<file path="src/rtl/vga_pkg.sv">
// Shared screen geometry, phase encoding and rectangle test
// for the multi-target shooting game controller.
package vga_pkg;

  localparam logic [11:0] START_BTN_X = 12'd412;
  localparam logic [11:0] START_BTN_Y = 12'd334;
  localparam logic [11:0] START_BTN_W = 12'd200;
  localparam logic [11:0] START_BTN_H = 12'd100;
  localparam logic [11:0] DUCK_WIDTH  = 12'd64;
  localparam logic [11:0] DUCK_HEIGHT = 12'd48;

  typedef enum logic [1:0] {
    START_SCREEN = 2'd0,
    GAME         = 2'd1,
    GAME_END     = 2'd2
  } phase_e;

  // Widened by one bit so a box touching the right/bottom edge never wraps
  function automatic logic in_box(
    input logic [11:0] px,
    input logic [11:0] py,
    input logic [11:0] bx,
    input logic [11:0] by,
    input logic [11:0] bw,
    input logic [11:0] bh
  );
    logic [12:0] x0, x1, y0, y1;
    x0 = {1'b0, bx};
    y0 = {1'b0, by};
    x1 = x0 + {1'b0, bw} - 13'd1;
    y1 = y0 + {1'b0, bh} - 13'd1;
    return ({1'b0, px} >= x0) && ({1'b0, px} <= x1) &&
           ({1'b0, py} >= y0) && ({1'b0, py} <= y1);
  endfunction

endpackage

</file>
<file path="src/rtl/magazine_ctl.sv">
// Magazine and reserve bookkeeping: shot decrement, reload
// countdown and the reserve-to-magazine transfer.
module magazine_ctl
  import vga_pkg::*;
#(
  parameter int MAG_SIZE      = 3,
  parameter int TOTAL_BULLETS = 30,
  parameter int RELOAD_CYCLES = 16
) (
  input  logic       clk,
  input  logic       rst,
  input  logic       load,
  input  logic       shot,
  input  logic       reload_req,
  output logic [2:0] mag,
  output logic [6:0] reserve,
  output logic       reloading,
  output logic       reload_start
);

  localparam int CW = $clog2(RELOAD_CYCLES + 1);
  localparam logic [2:0] MAG_FULL = 3'(MAG_SIZE);

  logic [2:0]    mag_q, mag_d;
  logic [6:0]    res_q, res_d;
  logic [CW-1:0] cnt_q, cnt_d;
  logic [2:0]    room, take;

  always_comb begin
    room  = MAG_FULL - mag_q;
    take  = ({4'd0, room} < res_q) ? room : res_q[2:0];
    reloading    = cnt_q != '0;
    reload_start = reload_req && !reloading &&
                   (mag_q < MAG_FULL) && (res_q != '0);
    mag_d = mag_q;
    res_d = res_q;
    cnt_d = cnt_q;
    if (load) begin
      mag_d = MAG_FULL;
      res_d = 7'(TOTAL_BULLETS);
      cnt_d = '0;
    end else if (reload_start) begin
      cnt_d = CW'(RELOAD_CYCLES);
    end else if (reloading) begin
      cnt_d = cnt_q - CW'(1);
      // Last countdown clock moves the whole top-up at once
      if (cnt_q == CW'(1)) begin
        mag_d = mag_q + take;
        res_d = res_q - {4'd0, take};
      end
    end else if (shot && mag_q != '0) begin
      mag_d = mag_q - 3'd1;
    end
  end

  always_ff @(posedge clk) begin
    if (rst) begin
      mag_q <= '0;
      res_q <= '0;
      cnt_q <= '0;
    end else begin
      mag_q <= mag_d;
      res_q <= res_d;
      cnt_q <= cnt_d;
    end
  end

  assign mag     = mag_q;
  assign reserve = res_q;

endmodule

</file>
<file path="src/rtl/multi_target_game_ctl.sv">
// Game phase FSM, hit detection and scoring for several targets.
// Define ENEMY_SCORE_EN to count target escapes into enemy_score.
module multi_target_game_ctl
  import vga_pkg::*;
#(
  parameter int NUM_TARGETS   = 2,
  parameter int MAG_SIZE      = 3,
  parameter int TOTAL_BULLETS = 30,
  parameter int SCORE_W       = 7,
  parameter int RELOAD_CYCLES = 16,
  parameter int HUNT_DELAY    = 8
) (
  input  logic                         clk,
  input  logic                         rst,
  input  logic [11:0]                  mouse_xpos,
  input  logic [11:0]                  mouse_ypos,
  input  logic                         left_mouse,
  input  logic                         right_mouse,
  input  logic [NUM_TARGETS-1:0][11:0] target_xpos,
  input  logic [NUM_TARGETS-1:0][11:0] target_ypos,
  input  logic [NUM_TARGETS-1:0]       target_active,
  input  logic [NUM_TARGETS-1:0]       target_escaped,
  output logic                         start_screen_enable,
  output logic                         game_enable,
  output logic                         game_end_enable,
  output logic                         hunt_start,
  output logic [NUM_TARGETS-1:0]       target_killed,
  output logic [SCORE_W-1:0]           my_score,
  output logic [SCORE_W-1:0]           enemy_score,
  output logic [2:0]                   bullets_in_magazine,
  output logic [6:0]                   bullets_left,
  output logic                         show_reload_char
);

  localparam int HW = $clog2(HUNT_DELAY + 1);

  phase_e                 state_q, state_d;
  logic                   left_q, right_q;
  logic                   left_edge, right_edge;
  logic [HW-1:0]          hunt_q, hunt_d;
  logic [NUM_TARGETS-1:0] hit, kill_q, kill_d;
  logic [SCORE_W-1:0]     my_q, my_d;
  logic                   flag_q, flag_d;
  logic                   in_game, enter_game, shot, reload_req;
  logic                   reloading, reload_start;
  logic [2:0]             mag;
  logic [6:0]             reserve;

  always_comb begin
    left_edge  = left_mouse && !left_q;
    right_edge = right_mouse && !right_q;
    in_game    = state_q == GAME;
    hunt_start = in_game && (hunt_q == HW'(HUNT_DELAY));
    enter_game = (state_q == START_SCREEN) && left_edge &&
                 in_box(mouse_xpos, mouse_ypos, START_BTN_X,
                        START_BTN_Y, START_BTN_W, START_BTN_H);
    shot       = in_game && left_edge && hunt_start &&
                 !reloading && (mag != '0);
    // A simultaneous left click wins; the reload request is dropped
    reload_req = in_game && right_edge && !left_edge;

    for (int i = 0; i < NUM_TARGETS; i++) begin
      hit[i] = target_active[i] &&
               in_box(mouse_xpos, mouse_ypos, target_xpos[i],
                      target_ypos[i], DUCK_WIDTH, DUCK_HEIGHT);
    end
    kill_d = shot ? (hit & (~hit + NUM_TARGETS'(1))) : '0;

    state_d = state_q;
    unique case (state_q)
      START_SCREEN: if (enter_game) state_d = GAME;
      GAME: if (mag == '0 && reserve == '0 && !reloading)
              state_d = GAME_END;
      GAME_END: if (left_edge) state_d = START_SCREEN;
      default: state_d = START_SCREEN;
    endcase

    hunt_d = hunt_q;
    if (enter_game) hunt_d = '0;
    else if (in_game && hunt_q != HW'(HUNT_DELAY)) hunt_d = hunt_q + HW'(1);

    my_d = my_q;
    if (enter_game) my_d = '0;
    else if (shot && hit != '0 && my_q != '1) my_d = my_q + SCORE_W'(1);

    flag_d = flag_q;
    if (enter_game || reload_start) flag_d = 1'b0;
    else if (in_game && left_edge && !reloading && mag == '0) flag_d = 1'b1;
  end

  always_ff @(posedge clk) begin
    if (rst) begin
      state_q <= START_SCREEN;
      left_q  <= 1'b0;
      right_q <= 1'b0;
      hunt_q  <= '0;
      kill_q  <= '0;
      my_q    <= '0;
      flag_q  <= 1'b0;
    end else begin
      state_q <= state_d;
      left_q  <= left_mouse;
      right_q <= right_mouse;
      hunt_q  <= hunt_d;
      kill_q  <= kill_d;
      my_q    <= my_d;
      flag_q  <= flag_d;
    end
  end

  magazine_ctl #(
    .MAG_SIZE      (MAG_SIZE),
    .TOTAL_BULLETS (TOTAL_BULLETS),
    .RELOAD_CYCLES (RELOAD_CYCLES)
  ) u_mag (
    .clk          (clk),
    .rst          (rst),
    .load         (enter_game),
    .shot         (shot),
    .reload_req   (reload_req),
    .mag          (mag),
    .reserve      (reserve),
    .reloading    (reloading),
    .reload_start (reload_start)
  );

`ifdef ENEMY_SCORE_EN
  logic [SCORE_W-1:0] en_q, en_d;
  logic [SCORE_W+3:0] esc_sum;

  always_comb begin
    esc_sum = {4'd0, en_q};
    for (int i = 0; i < NUM_TARGETS; i++) begin
      esc_sum = esc_sum + {{(SCORE_W+3){1'b0}}, target_escaped[i]};
    end
    en_d = en_q;
    if (enter_game) en_d = '0;
    else if (in_game)
      en_d = (esc_sum > {4'd0, {SCORE_W{1'b1}}}) ? '1 : esc_sum[SCORE_W-1:0];
  end

  always_ff @(posedge clk) begin
    if (rst) en_q <= '0;
    else     en_q <= en_d;
  end

  assign enemy_score = en_q;
`else
  logic unused_escaped;
  assign unused_escaped = ^target_escaped;
  assign enemy_score    = '0;
`endif

  assign start_screen_enable = state_q == START_SCREEN;
  assign game_enable         = state_q == GAME;
  assign game_end_enable     = state_q == GAME_END;
  assign target_killed       = kill_q;
  assign my_score            = my_q;
  assign bullets_in_magazine = mag;
  assign bullets_left        = reserve;
  assign show_reload_char    = flag_q;

endmodule
</file>
<file path="config.mk">
export PLATFORM = sky130hd
export DESIGN_NAME = multi_target_game_ctl
export DESIGN_NICKNAME = d
export VERILOG_FILES = /design/src/rtl/vga_pkg.sv /design/src/rtl/magazine_ctl.sv /design/src/rtl/multi_target_game_ctl.sv
export SDC_FILE = /design/constraint.sdc
export NUM_CORES = 1
export LEC_CHECK = 0
export BUFFER_PORTS_ARGS = -buffer_cell sky130_fd_sc_hd__buf_2
export CAP_MARGIN = 20
export CORE_UTILIZATION = 51
export DETAILED_ROUTE_END_ITERATION = 10
export PLACE_DENSITY = 0.79
export SLEW_MARGIN = 0
export SYNTH_ARGS = -nofsm -noshare
export SYNTH_HDL_FRONTEND = slang
export SYNTH_SLANG_ARGS = --single-unit
</file>
<file path="constraint.sdc">
create_clock -name clk -period 3.3 [get_ports clk]
set_input_delay 0.33 -clock clk [delete_from_list [all_inputs] [get_ports clk]]
set_output_delay 0.33 -clock clk [all_outputs]
set_load 0.01 [all_outputs]
</file>
## Word level (Yosys, flattened, before mapping)

Index checks and enable logic that the tools add are counted.

| storage, ports and cells | value |
|---|---|
| register bits after elaboration | 33 |
| word-level logic and storage cells | 134 |

| operators by class | value |
|---|---|
| add/sub/neg operators | 16 |
| order comparisons | 14 |
| eq/ne operators | 12 |
| mux-type cells | 16 |
| bitwise logic cells | 4 |
| reduce and logical (&&, ||, !) cells | 59 |

Operators by type and width:

| kind | count |
|---|---|
| $le 12x13->1 | 4 |
| $sub 13x1->13 const B | 4 |
| $ge 12x12->1 | 4 |
| $logic_and 1x1->1 | 33 |
| $mux 5 | 6 |
| $add 12x6->13 const B | 2 |
| $add 12x7->13 const B | 2 |
| $ge 12x9->1 const B | 2 |
| $reduce_and 3->1 | 5 |
| $le 12x10->1 const B | 1 |
| $le 12x9->1 const B | 1 |
| $mux 3 | 4 |
| $mux 2 | 5 |
| $reduce_bool 2->1 | 5 |
| $ne 2x1->1 const B | 4 |
| $add 7x1->7 const B | 1 |
| $logic_not 7->1 | 1 |
| $lt 3x7->1 | 1 |
| $ne 7x7->1 const B | 1 |
| $reduce_bool 7->1 | 1 |
| $sub 7x3->7 | 1 |
| $pmux 2 s3 | 1 |
| $reduce_bool 3->1 | 2 |
| $reduce_or 2->1 | 3 |
| other kinds (23) | 27 |

## Logic depth before layout (Yosys ltp)

| depth | value |
|---|---|
| depth in word-level cells | 11 |
| depth in mapped cells | 16 |

## Modules after synthesis

A second synthesis with hierarchy kept.

| unflattened totals | value |
|---|---|
| cell total of the unflattened synthesis | 622 |
| area total of the unflattened synthesis | 5013.6 um^2 |

Modules (own cells, without submodules):

| module | times used | cells an instance | area an instance (um^2) | seq. area each (um^2) |
|---|---|---|---|---|
| multi_target_game_ctl | 1 | 508 | 4055.1 | 360.3 |
| magazine_ctl | 1 | 114 | 958.4 | 300.3 |

## Least setup slack after synthesis

No wires, ideal clock.

| timing path | value |
|---|---|
| kind | input -> register |
| from | input port target_xpos[0] (netlist bit) |
| to | register my_q[4] (netlist: my_score[4]) |
| arrival | 3.405 ns |
| required time | 3.229 ns |
| slack | -0.176 ns |
| stages | 14 |
| cells stage by stage | inv_1 > ha_1 > or3b_4 > o31a_1 > or2_2 > ha_1 > nand4_1 > nor2_1 > o31a_1 > o41ai_1 > o2111ai_2 > a2bb2oi_2 > or4_1 > a21oi_1 |

| between the ends | value |
|---|---|
| cells in the longest elaborated chain, start to end | 10 |
| elaborated cells between the ends (all ways) | 11 |

RTL lines:

| element | RTL line | text |
|---|---|---|
| from (decl) | multi_target_game_ctl.sv:19 | `input logic [NUM_TARGETS-1:0][11:0] target_xpos,` |
| $add 12x7->13 | vga_pkg.sv:30 | `x1 = x0 + {1'b0, bw} - 13'd1;` |
| $sub 13x1->13 | vga_pkg.sv:30 |  |
| $le 12x13->1 | vga_pkg.sv:32 | `return ({1'b0, px} >= x0) && ({1'b0, px} <= x1) &&` |
| $logic_and 1x1->1 * (2 in series) | vga_pkg.sv:32 |  |
| $logic_and 1x1->1 * | vga_pkg.sv:33 | `({1'b0, py} >= y0) && ({1'b0, py} <= y1);` |
| $logic_and 1x1->1 * | multi_target_game_ctl.sv:63 | `hit[i] = target_active[i] &&` |
| $reduce_bool 2->1 * | multi_target_game_ctl.sv:84 | `else if (shot && hit != '0 && my_q != '1) my_d = my_q + SCORE_W'(1);` |
| $logic_and 1x1->1 * (2 in series) | multi_target_game_ctl.sv:84 |  |
| to (signal assigned) | multi_target_game_ctl.sv:106 | `my_q <= my_d;` |
| to (decl) | multi_target_game_ctl.sv:42 | `logic [SCORE_W-1:0] my_q, my_d;` |

Every way passes the cells marked *; elsewhere a longest branch is shown, timed or not.
A chain may end at the register's enable or synchronous reset.

## Worst setup path after layout

| timing path | value |
|---|---|
| from | input port target_xpos[0] (netlist bit) |
| to | register my_q[2] (netlist: my_score[2]) |

The elaborated chain is that of the path after synthesis.

==> metrics <==
critical path class primary input to register; CTS tree yes; routability cong. 0.920; Setup WS pre-CTS -284 ps; synth warn 0; remaining global-route overflow 0; WP data arrival 3550 ps; placed cells 853; antenna viol nets, final 0; Post-Synthesis Cells 605; Power Density 393 mW/mm2; Filler cells 713; # clock sinks 33; DIE HEIGHT 98.6 um; post-synthesis cell type count 65; Final min period 3390 ps; register area share after synthesis 0.139; Iteration-0 DRC Markers 206; initial antenna violation count 0; Layout Cells excl Fill 862; actual slew at the worst max-slew pin 616 ps; layout cells sized above 1 0.248; die area 0.00973 mm2; Hold Buf Count CTS 0; TNS Setup -149 ps; H-tree depth 2; maximum vdd drop 0.351 mV; first-pass GRT wire length 20,600 um; Placed Area 0.00572 mm2; Worst EP required 3460 ps; CP Max Fanout 5; Post-Synthesis Cell Area 0.00476 mm2; top_reg_cell synth dfxtp_1; WL/cell 14.7 um; leakage power 2.95 nW; vias per cell 5.74; Post-synth EDFFs 0; Setup violations, final 2; TritonCTS Buffers 5; Core Util, Final 0.668; critical path endpoint category register; Port Buffers 101; Final Max Tran Viols 0; Tot Pwr 2.34 mW; core area 0.00889 mm2; Final #Nets 947; row count 34; # diodes 0; CP startpoint kind primary input; WL final 12,700 um; HPWL after detailed placement 10,700 um; Root Buffer clkbuf_8; die width 98.6 um; achievable clock frequency 295 MHz; Initial Util 0.536; Hold WC Path Type primary input to register; Final Cell Area 0.00594 mm2; max cap viols 0; outcome finished, violations left; GRT Total Usage 0.257; largest net degree at the start of global routing 14; Residual DRC 0; Mean Syn Cell Area 7.87 um2; hold violation total from the final report 0; drt first pass iters 4; Final period util 1.03; Hold Slack 289 ps; clk_lat worst skew 280 ps; via count 4,949; clk_skew 4.07 ps; Worst-path clk slew 60 ps; failing checks negative setup slack; unrepaired setup endpoints after global routing true; P&R area growth vs syn 24.7%; Top Ports 111; asr flop ratio synth 0; final worst slack -89.5 ps; headroom to the max-slew limit 0.586; CTS max path bufs 2; #FFs+latches synth 33; vias in the first global route 4,718
## per-layer routing
metal | track usage | up-vias | routed length, um
li1 | - | 2476 | -
met1 | 0.302 | 2298 | 5540
met2 | 0.479 | 140 | 6280
met3 | 0.0284 | 35 | 503
met4 | 0.0976 | 0 | 351
met5 | 0 | - | 0
## path summary, 6_finish.rpt
path / from / end / slack (ps) / depth (start not counted)
setup / recovery: target_xpos[0] / my_score[2] / -90 / 17
hold / removal: right_mouse / right_q / 290 / 2
setup reg to reg: u_mag.mag[1] / u_mag.mag[2] / 230 / 12
hold reg to reg: show_reload_char / show_reload_char / 500 / 2
## cells by family (layout without fill, tap and decap cells)
kind of cell	count (synthesis)	in the layout	share of synthesized area
mux	5	5	0.0116
xor+xnor	49	49	0.0901
buf+inv	77	220	0.0662
other cells	1	7	0.000787
flops	33	33	0.139
fa+ha+maj	113	113	0.300
simple gates	197	197	0.215
compound gates	130	130	0.177
## critical path: stages
cell and delay [ps]:
buf_8 100, inv_6 50, ha_4 130, or3b_4 370, o31a_1 300, nand2_2 110, xnor2_2 80, ha_1 320
nand4_1 170, nor2_1 60, o31a_1 110, o41ai_2 390, o2111ai_2 230, a2bb2oi_4 220, buf_4 150, o31ai_1 340
a21oi_2 100
## layout make-up
cell class                 count  area (um2)  share of cell area
multi-input combinational    501        3930               0.662
timing repair buffer         147         867               0.146
sequential                    33         661               0.111
inverter                      66         255              0.0430
tap                          108         135              0.0228
clock buffer                   7        86.3              0.0145
## power breakdown
part           switching [mW]  leakage [nW]  internal (mW)  total, mW
Clock                   0.139        0.0443          0.165      0.305
Sequential             0.0775         0.268          0.460      0.537
Combinational           0.817          2.64          0.676       1.49
## placed cells by master (no fill, tap or decap), types with 5 or more instances in the layout
cell type and count:
and3_1 7, nand4_1 15, clkbuf_8 6, conb_1 7
buf_2 99, a21o_1 8, a31oi_1 5, o21ai_0 23
nor2b_1 9, a211oi_1 5, nand2_1 36, dfxtp_1 33
nand3_1 23, nand2b_1 9, inv_1 63, nor3_1 16
nor2_1 46, a21oi_1 43, ha_1 109, xnor2_1 45
buf_4 46
## synth_stat cells, drive strengths merged, types with 4 or more instances
cell    count  area (um2)
xnor2      46         403
nor2b       9        56.3
nor2       47         176
a21o        8        60.1
nand4      15        93.8
or2         4        25.0
and3        7        43.8
ha        111        1390
clkbuf      4        15.0
or4         4        30.0
nor4b       4        35.0
mux2i       4        40.0
nand2b      9        56.3
a21oi      46         234
nor4        5        31.3
buf         7        52.6
o21ai      28         140
o211ai      4        30.0
nand3      25         125
nor3       19         105
a31oi       5        31.3
nand2      37         139
dfxtp      33         661
a21boi      4        30.0
inv        66         248
a211oi      6        45.0
## repair_timing
action,in CTS,in global routing
setup buffers,0,2
endpoints found under the setup margin,0,7
endpoints found under the hold margin,0,0
resized for setup,0,24
## registers in the layout, summed over array words and instances (netlist names)
| register | flops |
|---|---|
| show_reload_char | 1 |
| state_q | 2 |
| right_q | 1 |
| u_mag.reserve | 7 |
| my_score | 7 |
| left_q | 1 |
| target_killed | 2 |
| hunt_q | 4 |
| u_mag.mag | 3 |
| u_mag.cnt_q | 5 |
No activity file was read; power rests on OpenSTA's default activity.
